## src/rtl/npu_host_slave.sv

```systemverilog
// Host bus responder for the NPU: decodes buffer/PARA/OP regions and runs the op-launch FSM.
// Optional build macro NPU_PERF_CNT_EN adds a busy-cycle counter readable at PARA 0x24.
//
// state     | meaning
// ----------+-----------------------------------------------
// ST_IDLE   | no op in flight, STATUS=0
// ST_OS_RUN | OS tile computation launched, waiting os_done_i
// ST_MV_RUN | OS-to-ACT move launched, waiting mv_done_i
// ST_DONE   | op finished, STATUS=2 until host clears or relaunches
module npu_host_slave #(
    parameter int DWidth       = 32,
    parameter int RAM_AW       = 10,
    parameter int REGION_SHIFT = 12
) (
    input  logic              clk_i,
    input  logic              rst_ni,
    input  logic              cen_i,
    input  logic              wen_i,
    input  logic [DWidth-1:0] addr_i,
    input  logic [DWidth-1:0] wdata_i,
    output logic [DWidth-1:0] rdata_o,
    output logic [3:0]        buf_cen_o,
    output logic              buf_wen_o,
    output logic [RAM_AW-1:0] buf_addr_o,
    output logic [DWidth-1:0] buf_wdata_o,
    input  logic [DWidth-1:0] imem_rdata_i,
    input  logic [DWidth-1:0] wmem_rdata_i,
    input  logic [DWidth-1:0] bmem_rdata_i,
    input  logic [DWidth-1:0] omem_rdata_i,
    output logic [DWidth-1:0] a_base_o,
    output logic [DWidth-1:0] a_rows_o,
    output logic [DWidth-1:0] w_base_o,
    output logic [DWidth-1:0] w_cols_o,
    output logic [DWidth-1:0] o_base_o,
    output logic [DWidth-1:0] intra_o_base_o,
    output logic [DWidth-1:0] intra_a_base_o,
    output logic              os_start_o,
    output logic              mv_start_o,
    input  logic              os_done_i,
    input  logic              mv_done_i
);

    localparam logic [1:0] ST_IDLE   = 2'd0;
    localparam logic [1:0] ST_OS_RUN = 2'd1;
    localparam logic [1:0] ST_MV_RUN = 2'd2;
    localparam logic [1:0] ST_DONE   = 2'd3;

    localparam logic [2:0] SEL_PARA = 3'd4;
    localparam logic [2:0] SEL_OP   = 3'd5;

    localparam logic [REGION_SHIFT-1:0] OFF_00 = 'h00;
    localparam logic [REGION_SHIFT-1:0] OFF_04 = 'h04;
    localparam logic [REGION_SHIFT-1:0] OFF_08 = 'h08;
    localparam logic [REGION_SHIFT-1:0] OFF_0C = 'h0C;
    localparam logic [REGION_SHIFT-1:0] OFF_10 = 'h10;
    localparam logic [REGION_SHIFT-1:0] OFF_14 = 'h14;
    localparam logic [REGION_SHIFT-1:0] OFF_18 = 'h18;
    localparam logic [REGION_SHIFT-1:0] OFF_1C = 'h1C;
    localparam logic [REGION_SHIFT-1:0] OFF_20 = 'h20;
    localparam logic [REGION_SHIFT-1:0] OFF_24 = 'h24;

    logic [1:0]              state;
    logic [2:0]              sel;
    logic [REGION_SHIFT-1:0] off;
    logic                    is_buf, wr, rd, busy;
    logic                    para_wr, op_os, op_mv, launch, status_clr, done_any;
    logic [DWidth-1:0]       status_val, perf_val, para_rd, buf_mux;
    logic                    rd_pend_q;
    logic [1:0]              rd_sel_q;
    logic [DWidth-1:0]       rdata_q;
    logic                    unused_addr_hi;

    assign sel            = addr_i[REGION_SHIFT+2:REGION_SHIFT];
    assign off            = addr_i[REGION_SHIFT-1:0];
    assign unused_addr_hi = ^addr_i[DWidth-1:REGION_SHIFT+3];
    assign is_buf         = ~sel[2];
    assign wr             = cen_i & wen_i;
    assign rd             = cen_i & ~wen_i;
    assign busy           = (state == ST_OS_RUN) || (state == ST_MV_RUN);
    assign done_any       = os_done_i | mv_done_i;

    assign para_wr    = wr && (sel == SEL_PARA) && !busy;
    assign op_os      = wr && (sel == SEL_OP) && (off == OFF_00) && wdata_i[0];
    assign op_mv      = wr && (sel == SEL_OP) && (off == OFF_04) && wdata_i[0];
    assign launch     = (op_os || op_mv) && !busy;
    assign status_clr = para_wr && (off == OFF_04) && (wdata_i == '0);

    // Buffer writes are fenced off while an op owns the buffers; reads still pass.
    always_comb begin
        buf_cen_o = '0;
        if (rst_ni && cen_i && is_buf && !(wen_i && busy))
            buf_cen_o[sel[1:0]] = 1'b1;
    end
    assign buf_wen_o   = wen_i;
    assign buf_addr_o  = addr_i[RAM_AW+1:2];
    assign buf_wdata_o = wdata_i;

    always_ff @(posedge clk_i) begin
        if (!rst_ni) begin
            state      <= ST_IDLE;
            os_start_o <= 1'b0;
            mv_start_o <= 1'b0;
        end else begin
            os_start_o <= 1'b0;
            mv_start_o <= 1'b0;
            case (state)
                ST_IDLE, ST_DONE: begin
                    if (op_os) begin
                        state      <= ST_OS_RUN;
                        os_start_o <= 1'b1;
                    end else if (op_mv) begin
                        state      <= ST_MV_RUN;
                        mv_start_o <= 1'b1;
                    end else if (state == ST_DONE && status_clr && !done_any) begin
                        state <= ST_IDLE;
                    end
                end
                ST_OS_RUN: if (os_done_i) state <= ST_DONE;
                ST_MV_RUN: if (mv_done_i) state <= ST_DONE;
                default:   state <= ST_IDLE;
            endcase
        end
    end

    always_ff @(posedge clk_i) begin
        if (!rst_ni) begin
            a_base_o       <= '0;
            a_rows_o       <= '0;
            w_base_o       <= '0;
            w_cols_o       <= '0;
            o_base_o       <= '0;
            intra_o_base_o <= '0;
            intra_a_base_o <= '0;
        end else if (para_wr) begin
            case (off)
                OFF_08:  a_base_o       <= wdata_i;
                OFF_0C:  a_rows_o       <= wdata_i;
                OFF_10:  w_base_o       <= wdata_i;
                OFF_14:  w_cols_o       <= wdata_i;
                OFF_18:  o_base_o       <= wdata_i;
                OFF_1C:  intra_o_base_o <= wdata_i;
                OFF_20:  intra_a_base_o <= wdata_i;
                default: ;
            endcase
        end
    end

`ifdef NPU_PERF_CNT_EN
    logic [DWidth-1:0] perf_cnt;
    always_ff @(posedge clk_i) begin
        if (!rst_ni)
            perf_cnt <= '0;
        else if (launch)
            perf_cnt <= '0;
        else if (busy && perf_cnt != '1)
            perf_cnt <= perf_cnt + DWidth'(1);
    end
    assign perf_val = perf_cnt;
`else
    assign perf_val = '0;
`endif

    assign status_val = busy ? DWidth'(1) : ((state == ST_DONE) ? DWidth'(2) : '0);

    always_comb begin
        para_rd = '0;
        case (off)
            OFF_04:  para_rd = status_val;
            OFF_08:  para_rd = a_base_o;
            OFF_0C:  para_rd = a_rows_o;
            OFF_10:  para_rd = w_base_o;
            OFF_14:  para_rd = w_cols_o;
            OFF_18:  para_rd = o_base_o;
            OFF_1C:  para_rd = intra_o_base_o;
            OFF_20:  para_rd = intra_a_base_o;
            OFF_24:  para_rd = perf_val;
            default: para_rd = '0;
        endcase
    end

    always_comb begin
        case (rd_sel_q)
            2'd0:    buf_mux = imem_rdata_i;
            2'd1:    buf_mux = wmem_rdata_i;
            2'd2:    buf_mux = bmem_rdata_i;
            default: buf_mux = omem_rdata_i;
        endcase
    end

    // Buffer RAM data only arrives in the cycle after the request, so it is
    // forwarded that cycle and captured into rdata_q to be held afterwards.
    always_ff @(posedge clk_i) begin
        if (!rst_ni) begin
            rd_pend_q <= 1'b0;
            rd_sel_q  <= 2'd0;
            rdata_q   <= '0;
        end else begin
            if (rd_pend_q)
                rdata_q <= buf_mux;
            if (rd && !is_buf)
                rdata_q <= (sel == SEL_PARA) ? para_rd : '0;
            if (rd && is_buf)
                rd_sel_q <= sel[1:0];
            rd_pend_q <= rd && is_buf;
        end
    end

    assign rdata_o = rd_pend_q ? buf_mux : rdata_q;

endmodule

```

## config.mk

```make
export PLATFORM = sky130hd
export DESIGN_NAME = npu_host_slave
export DESIGN_NICKNAME = d
export VERILOG_FILES = /design/src/rtl/npu_host_slave.sv
export SDC_FILE = /design/constraint.sdc
export NUM_CORES = 1
export LEC_CHECK = 0
export ABC_AREA = 1
export CORE_AREA = 5 5 190 192
export CTS_CLUSTER_DIAMETER = 40
export DETAILED_ROUTE_END_ITERATION = 10
export DIE_AREA = 0 0 195 197
export GPL_TIMING_DRIVEN = 0
export PLACE_DENSITY = 0.71
export REMOVE_ABC_BUFFERS = 1
export SLEW_MARGIN = 10
export SYNTH_ARGS = -nofsm -noshare
export SYNTH_HDL_FRONTEND = slang
export SYNTH_SLANG_ARGS = --single-unit
export TNS_END_PERCENT = 1
```

## constraint.sdc

```tcl
create_clock -name clk_i -period 2.5 [get_ports clk_i]
set_input_delay 0.5 -clock clk_i [delete_from_list [all_inputs] [get_ports clk_i]]
set_output_delay 0.5 -clock clk_i [all_outputs]
set_load 0.02 [all_outputs]
```

==> results of run 1 <==
==> through the flow <==
step,cells,utilization (%),setup slack (ns)
2_1_floorplan,1808,-,-1.53
5_1_grt,2881,60.0,-0.101
3_3_place_gp,2748,52.5,-8.41
6_report,2881,60.0,0.00643
3_5_place_dp,2772,54.4,-1.57
4_1_cts,2881,59.8,-0.0706
==> per-layer routing <==
| metal | GRT usage, % | part of all wire (%) | vias to the layer above |
|---|---|---|---|
| li1 | - | - | 7433 |
| met5 | 0 | 0.020 | - |
| met3 | 6.55 | 8.9 | 166 |
| met4 | 13.3 | 4.6 | 2 |
| met1 | 40.1 | 39 | 7371 |
| met2 | 52.5 | 47 | 841 |
==> cell families after synthesis <==
logic type,synth area share (%)
compound gates,20.1
fa+ha+maj,0.372
buf+inv,14.0
flops,39.1
simple gates,26.4
==> repair_timing <==
item                                   CTS  global route
pin swaps                               15             5
hold buffers                             0             0
endpoints found under the hold margin    0             0
setup endpoints to repair              223           140
setup buffers                           29             0
gates resized for setup                247            46
gates cloned                            10             0
==> synthesized netlist by cell type <==
cell | number | share of area (%)
nor2_1 | 234 | 6.5
o22ai_1 | 1 | 0.047
buf_2 | 34 | 1.3
nand4_4 | 2 | 0.32
a21oi_4 | 1 | 0.12
o21ai_0 | 179 | 6.7
o21ai_1 | 13 | 0.48
a211oi_1 | 96 | 5.4
buf_6 | 1 | 0.084
clkbuf_1 | 105 | 2.9
or2_2 | 2 | 0.093
nand3_1 | 90 | 3.3
inv_1 | 250 | 7.0
dfxtp_1 | 263 | 39
nand3_2 | 1 | 0.074
nor2_4 | 4 | 0.33
nor3b_1 | 1 | 0.056
a21boi_0 | 2 | 0.11
inv_2 | 4 | 0.11
nor2_2 | 2 | 0.093
nand2_2 | 4 | 0.19
nand4_1 | 125 | 5.8
buf_1 | 5 | 0.14
buf_4 | 45 | 2.5
nor3_1 | 9 | 0.33
nand2_1 | 325 | 9.1
ha_1 | 4 | 0.37
a21oi_1 | 192 | 7.1
clkinv_1 | 1 | 0.028
nor2_8 | 1 | 0.15
a221oi_1 | 2 | 0.13
==> layout by cell type (no fill, tap or decap), drive strengths merged <==
| cell | Yosys | routed |
|---|---|---|
| a211oi | 96 | 96 |
| a21boi | 2 | 2 |
| a21oi | 193 | 193 |
| a221oi | 2 | 2 |
| buf | 85 | 89 |
| bufinv | 0 | 8 |
| clkbuf | 105 | 55 |
| clkdlybuf4s50 | 0 | 445 |
| clkinv | 1 | 6 |
| clkinvlp | 0 | 3 |
| dfxtp | 263 | 263 |
| dlymetal6s2s | 0 | 2 |
| ha | 4 | 4 |
| inv | 254 | 256 |
| nand2 | 329 | 329 |
| nand3 | 91 | 94 |
| nand4 | 127 | 131 |
| nor2 | 241 | 243 |
| nor3 | 9 | 9 |
| nor3b | 1 | 1 |
| o21ai | 192 | 192 |
| o22ai | 1 | 1 |
| or2 | 2 | 2 |
==> final cells by class <==
class / instances / share of cell area (%)
Sequential cell: 263 / 25.7
Inverter: 255 / 4.94
Timing Repair Buffer: 538 / 27.4
Multi-Input combinational cell: 1299 / 32.4
Timing Repair inverter: 1 / 0.0548
Clock buffer: 53 / 5.36
Tap cell: 455 / 2.77
Clock inverter: 17 / 1.38
==> sequential cells by signal, indices dropped and copies added, names as in the netlist <==
signal and flops:
os_start_o 1, intra_o_base_o 32, state 2, rd_pend_q 1
a_rows_o 32, rd_sel_q 2, mv_start_o 1, w_base_o 32
intra_a_base_o 32, a_base_o 32, rdata_q 32, w_cols_o 32
o_base_o 32
==> power groups by stage <==
stage / clock network, mW / logic, mW / registers, mW
floorplan: 0 / 0.391 / 4.32
global placement: 0 / 1.12 / 4.32
detailed placement: 0 / 1.16 / 4.33
CTS: 5.88 / 1.25 / 4.24
global route: 6.10 / 1.36 / 4.24
finish: 5.84 / 1.28 / 4.24
==> final timing paths <==
check             slack, ns                from  depth (start not counted)            endpoint
setup / recovery      0.006          wdata_i[3]                          2      buf_wdata_o[3]
hold / removal         0.46  intra_a_base_o[21]                          2  intra_a_base_o[21]
setup reg to reg       0.17            state[0]                         10  intra_o_base_o[16]
hold reg to reg        0.46  intra_a_base_o[21]                          2  intra_a_base_o[21]
==> results.md, run 1 <==
* Post-synth cell types at 31
* Final setup fails at 0
* Maxcap violations at 0
* Routed via count at 15800
* Worst Skew at 0.0146 ns
* Switching Share at 24.2%
* Crit path buf inv count at 2
* Antenna viol nets, final at 0
* Cell internal pwr at 8.60 mW
* Crit-path max FO at 9
* Final Max Tran Viols at 0
* Critical-path top delay cell: clkdlybuf4s50_1
* Family with the most delay on the worst path: buffers and inverters
* DR vias/cell at 5.49
* Total grt overflow at 0
* Inserted Clock Buffers at 40
* Setup_tns at 0 ns
* LEAKAGE at 7.64 nW
* RSZ-0062 raised after global routing: yes
* Root Driver: clkbuf_16
* Register area at 5270 µm²
* Placer's final routability congestion estimate at 0.891
* Drt first pass iters at 5
* HP Class: reg -> reg
* First-pass GRT wire length at 94500 µm
* NetSw at 2.75 mW
* Worst-path cell chain: clkdlybuf4s50_1, clkdlybuf4s50_1
* Mapped Cells at 1998
* Total GRT Usage at 31.6%
* Netlist Area Pre-Place at 13500 µm²
* Drt total wl at 64200 µm
* Initial DRC count at 1155
* Minimum clock period at 2.49 ns
* Multi-input gate area at 6660 µm²
* WHS at 0.459 ns
* # DRC at 0
* Clock Power Share at 51.4%
* Period utilisation layout at 99.7%
* CP arrival at 1.99 ns
* Row cnt at 68
* Worst setup path category: in -> out
* Port Buffers at 485
* Drt wl/cell at 22.3 µm
* Power after layout at 11.4 mW
* Combinational Power Share at 11.2%
* Synth warn at 0
* Clock Latency Late Sink at 0.51 ns
* CTS tree: built
* Seq/Total Area, Yosys at 39.1%
* Slew HR at 49.8%
* DP Area at 18600 µm²
* Initial antenna violation count at 1
* # fillers at 3095
* Worst EP required at 2.00 ns
* Area of the core at 34200 µm²
* Die Width at 195 µm
* Ant. Diodes at 0
* # nets final at 2600
* Top achievable clock speed at 0.401 GHz
* Share of layout cells above drive strength 1 at 9.19%
* Syn Area/Cell at 6.73 µm²
* Final Hold Vio Count at 0
* Seq cells post-synth at 263
* Die H at 197 µm
* Clk sinks at 263
* Reg clk slew, reported paths at 0.05 ns
* CP peak stage delay at 0.79 ns
* DP HPWL at 39700 µm
* Startpoint types: input pin
* Critical path endpoint category: output port
* Post-route design area at 20500 µm²
* DIE AREA at 38400 µm²
* H-tree depth at 2
* Vias in the first global route at 15300
* Peak supply drop at 431 µV
* P&R area growth vs syn at 52.7%
* Measured slew at the worst slew-check pin at 0.751 ns
* Clock buffer depth at 3
* # IOs at 503
* Starting density of the core at 39.3%
* CP dominant cell by count: clkdlybuf4s50_1
* Sequential share of power at 37.4%
* Largest net degree at the start of global routing at 98
* Power Dens Cells at 553 nW/µm²
* Status: finished clean
(Power assumes the default switching activity.)
==> inputs of run 2 (changes only) <==
--- a/config.mk
+++ b/config.mk
@@ -13,6 +13,7 @@
 export GPL_TIMING_DRIVEN = 0
 export PLACE_DENSITY = 0.71
 export REMOVE_ABC_BUFFERS = 1
+export SKIP_CTS_REPAIR_TIMING = 1
 export SLEW_MARGIN = 10
 export SYNTH_ARGS = -nofsm -noshare
 export SYNTH_HDL_FRONTEND = slang
==> constraint.sdc (replaced) <==
create_clock -name clk_i -period 2.7 [get_ports clk_i]
set_input_delay 0.54 -clock clk_i [delete_from_list [all_inputs] [get_ports clk_i]]
set_output_delay 0.54 -clock clk_i [all_outputs]
set_load 0.02 [all_outputs]
==> results.md, run 2 (same netlist as run 1, synthesis figures left out) <==
* # nets final at 2595 (-0.19%)
* Most common cell after layout, fill and taps aside: clkdlybuf4s50_1
* RSZ-0062 raised after global routing: yes
* Die H at 197 µm (unchanged)
* Worst Hold Path Cells at 2 (unchanged)
* Worst-path cell chain: inv_2, nand2_4, clkinv_8, nand2_1, nand3_1, a21oi_1, o21ai_0, dlymetal6s2s_1
* Clk sinks at 263 (unchanged)
* Drt total wl at 62800 µm (-2.1%)
* Hold endpoint: w_cols_o[20]
* Vias in the first global route at 14600 (-4.6%)
* Worst R2R Start: state[0]
* # DRC at 0 (unchanged)
* Power Dens Cells at 511 nW/µm² (-7.5%)
* Measured slew at the worst slew-check pin at 0.917 ns (+0.166 ns)
* Final Max Tran Viols at 0 (unchanged)
* Crit path buf inv count at 3 (+1)
* Slew HR at 38.8% (-11 points)
* Top achievable clock speed at 0.356 GHz
* Initial DRC count at 1157 (+0.17%)
* Total grt overflow at 0 (unchanged)
* Finished Layout Cells at 2876 (-0.17%)
* WHS at 0.460 ns (+0.00138 ns)
* FF-to-FF path depth at 7 (-3)
* Reg clk slew, reported paths at 0.06 ns (about the same)
* DP Worst Slack at -1.41 ns (+0.160 ns)
* DIE AREA at 38400 µm² (unchanged)
* Startpoint types: flip-flop
* Worst Slack Setup Final at -0.109 ns (-0.115 ns)
* # IOs at 503 (unchanged)
* P&R area growth vs syn at 51.9%
* Sequential share of power at 37.6% (+0.2 points)
* Antenna viol nets, final at 0 (unchanged)
* Drt first pass iters at 5 (unchanged)
* Clock Power Share at 51.6% (+0.2 points)
* Maxcap violations at 0 (unchanged)
* Worst Skew at 0.0151 ns (+0.000427 ns)
* Crit-path max FO at 15 (+6)
* DP Cell Count at 2772 (unchanged)
* DR vias/cell at 5.46 (-0.48%)
* Minimum clock period at 2.81 ns
* Die Width at 195 µm (unchanged)
* Peak supply drop at 397 µV (-7.8%)
* Power after layout at 10.4 mW (-8.0%)
* Switching Share at 24.0% (-0.21 points)
* Worst setup path category: reg -> out
* First-pass GRT wire length at 86400 µm (-8.5%)
* Row cnt at 68 (unchanged)
* Period utilisation layout at 104%
* Reg-to-Reg End: intra_o_base_o[23]
* CTS tree: built
* Drt wl/cell at 21.8 µm (-2.0%)
* Family with the most delay on the worst path: buffers and inverters
* Failing checks: setup timing
* LEAKAGE at 7.99 nW (+4.5%)
* Area of the core at 34200 µm² (unchanged)
* Share of layout cells above drive strength 1 at 7.06% (-2.1 points)
* NetSw at 2.51 mW (-8.8%)
* Total GRT Usage at 28.5% (-3.1 points)
* H-tree depth at 2 (unchanged)
* Final Hold Vio Count at 0 (unchanged)
* CP arrival at 2.27 ns (+0.28 ns)
* Final setup fails at 7 (+7)
* Setup_tns at -0.301 ns (-0.301 ns)
* Root Driver: clkbuf_16
* Startpoint of the worst hold path: w_cols_o[20]
* Commonest cells after routing, fill and taps aside: 447 x clkdlybuf4s50_1, 320 x nand2_1, 262 x dfxtp_1, 244 x inv_1, 232 x nor2_1
* Ant. Diodes at 0 (unchanged)
* Port Buffers at 485 (unchanged)
* DP HPWL at 39700 µm (unchanged)
* Worst EP required at 2.16 ns (+0.16 ns)
* Combinational Power Share at 10.8% (-0.4 points)
* Placer's final routability congestion estimate at 0.891 (unchanged)
* HP Class: reg -> reg
* Cell internal pwr at 7.94 mW (-7.7%)
* Clock Latency Late Sink at 0.51 ns (about the same)
* CP peak stage delay at 0.40 ns (-0.39 ns)
* Critical-path top delay cell: dfxtp_1
* Clock buffer depth at 3 (unchanged)
* Critical path endpoint category: output port
* Initial antenna violation count at 0 (-1)
* Largest net degree at the start of global routing at 98 (unchanged)
* Starting density of the core at 39.3% (unchanged)
* Status: finished with violations
* Reg2Reg Setup Slack at 0.14 ns (-0.03 ns)
* Routed via count at 15700 (-0.65%)
* Inserted Clock Buffers at 40 (unchanged)
run 2: changes by cell type in the layout (fill, tap and decap cells not counted), moves of 5 or more:
cell,previous run,this run
dlymetal6s2s_1,2,27
o21ai_0,152,175
buf_4,44,23
o21ai_1,34,16
buf_2,12,0
clkbuf_2,1,8
o21ai_2,6,1
run 2: worst max-delay path by stage:
stage               depth (start not counted)      endpoint   startpoint  slack, ns
floorplan                                   6   a_rows_o[0]    addr_i[6]      -1.37
global placement                            3  w_base_o[31]       rst_ni      -8.25
detailed placement                         12   rdata_q[31]    addr_i[6]      -1.41
CTS                                         7   rdata_o[13]  rd_sel_q[1]      -1.16
global route                                8   rdata_o[13]  rd_sel_q[0]      -0.24
finish                                      8   rdata_o[13]  rd_sel_q[0]      -0.11
run 2: metal layers:
layer	routed length [µm]	vias to the layer above	GRT usage (%)
li1	-	7408	-
met1	24500	7318	35.5
met2	29400	808	47.8
met3	5710	176	6.51
met4	3090	0	11.6
met5	0	-	0
run 2: per-stage QoR:
step	area (µm²)	util [%]
6_report	20400	59.8
2_1_floorplan	12500	-
5_1_grt	20400	59.8
3_5_place_dp	18600	54.4
3_3_place_gp	17900	52.5
4_1_cts	20000	58.4
run 2: power groups by stage:
stage               clock [mW]  sequential (mW)  combinational [mW]
detailed placement           0             4.01                1.08
global placement             0             4.00                1.04
CTS                       5.45             3.92                1.08
floorplan                    0             4.00               0.362
global route              5.65             3.92                1.21
finish                    5.39             3.93                1.13
run 2: worst min-delay path: stages (launching register included):
cell and delay (ns):
dfxtp_1 0.31, inv_1 0.05, a21oi_1 0.05
run 2: cell type report:
cell class              count  area [µm²]
clock buffers              53        1100
clock inverters            17         284
fillers                  3097       13800
inverters                 255         993
multi-input cells        1297        6520
flip-flops and latches    263        5270
well taps                 455         569
repair buffers            535        5690
repair inverters            1        11.3
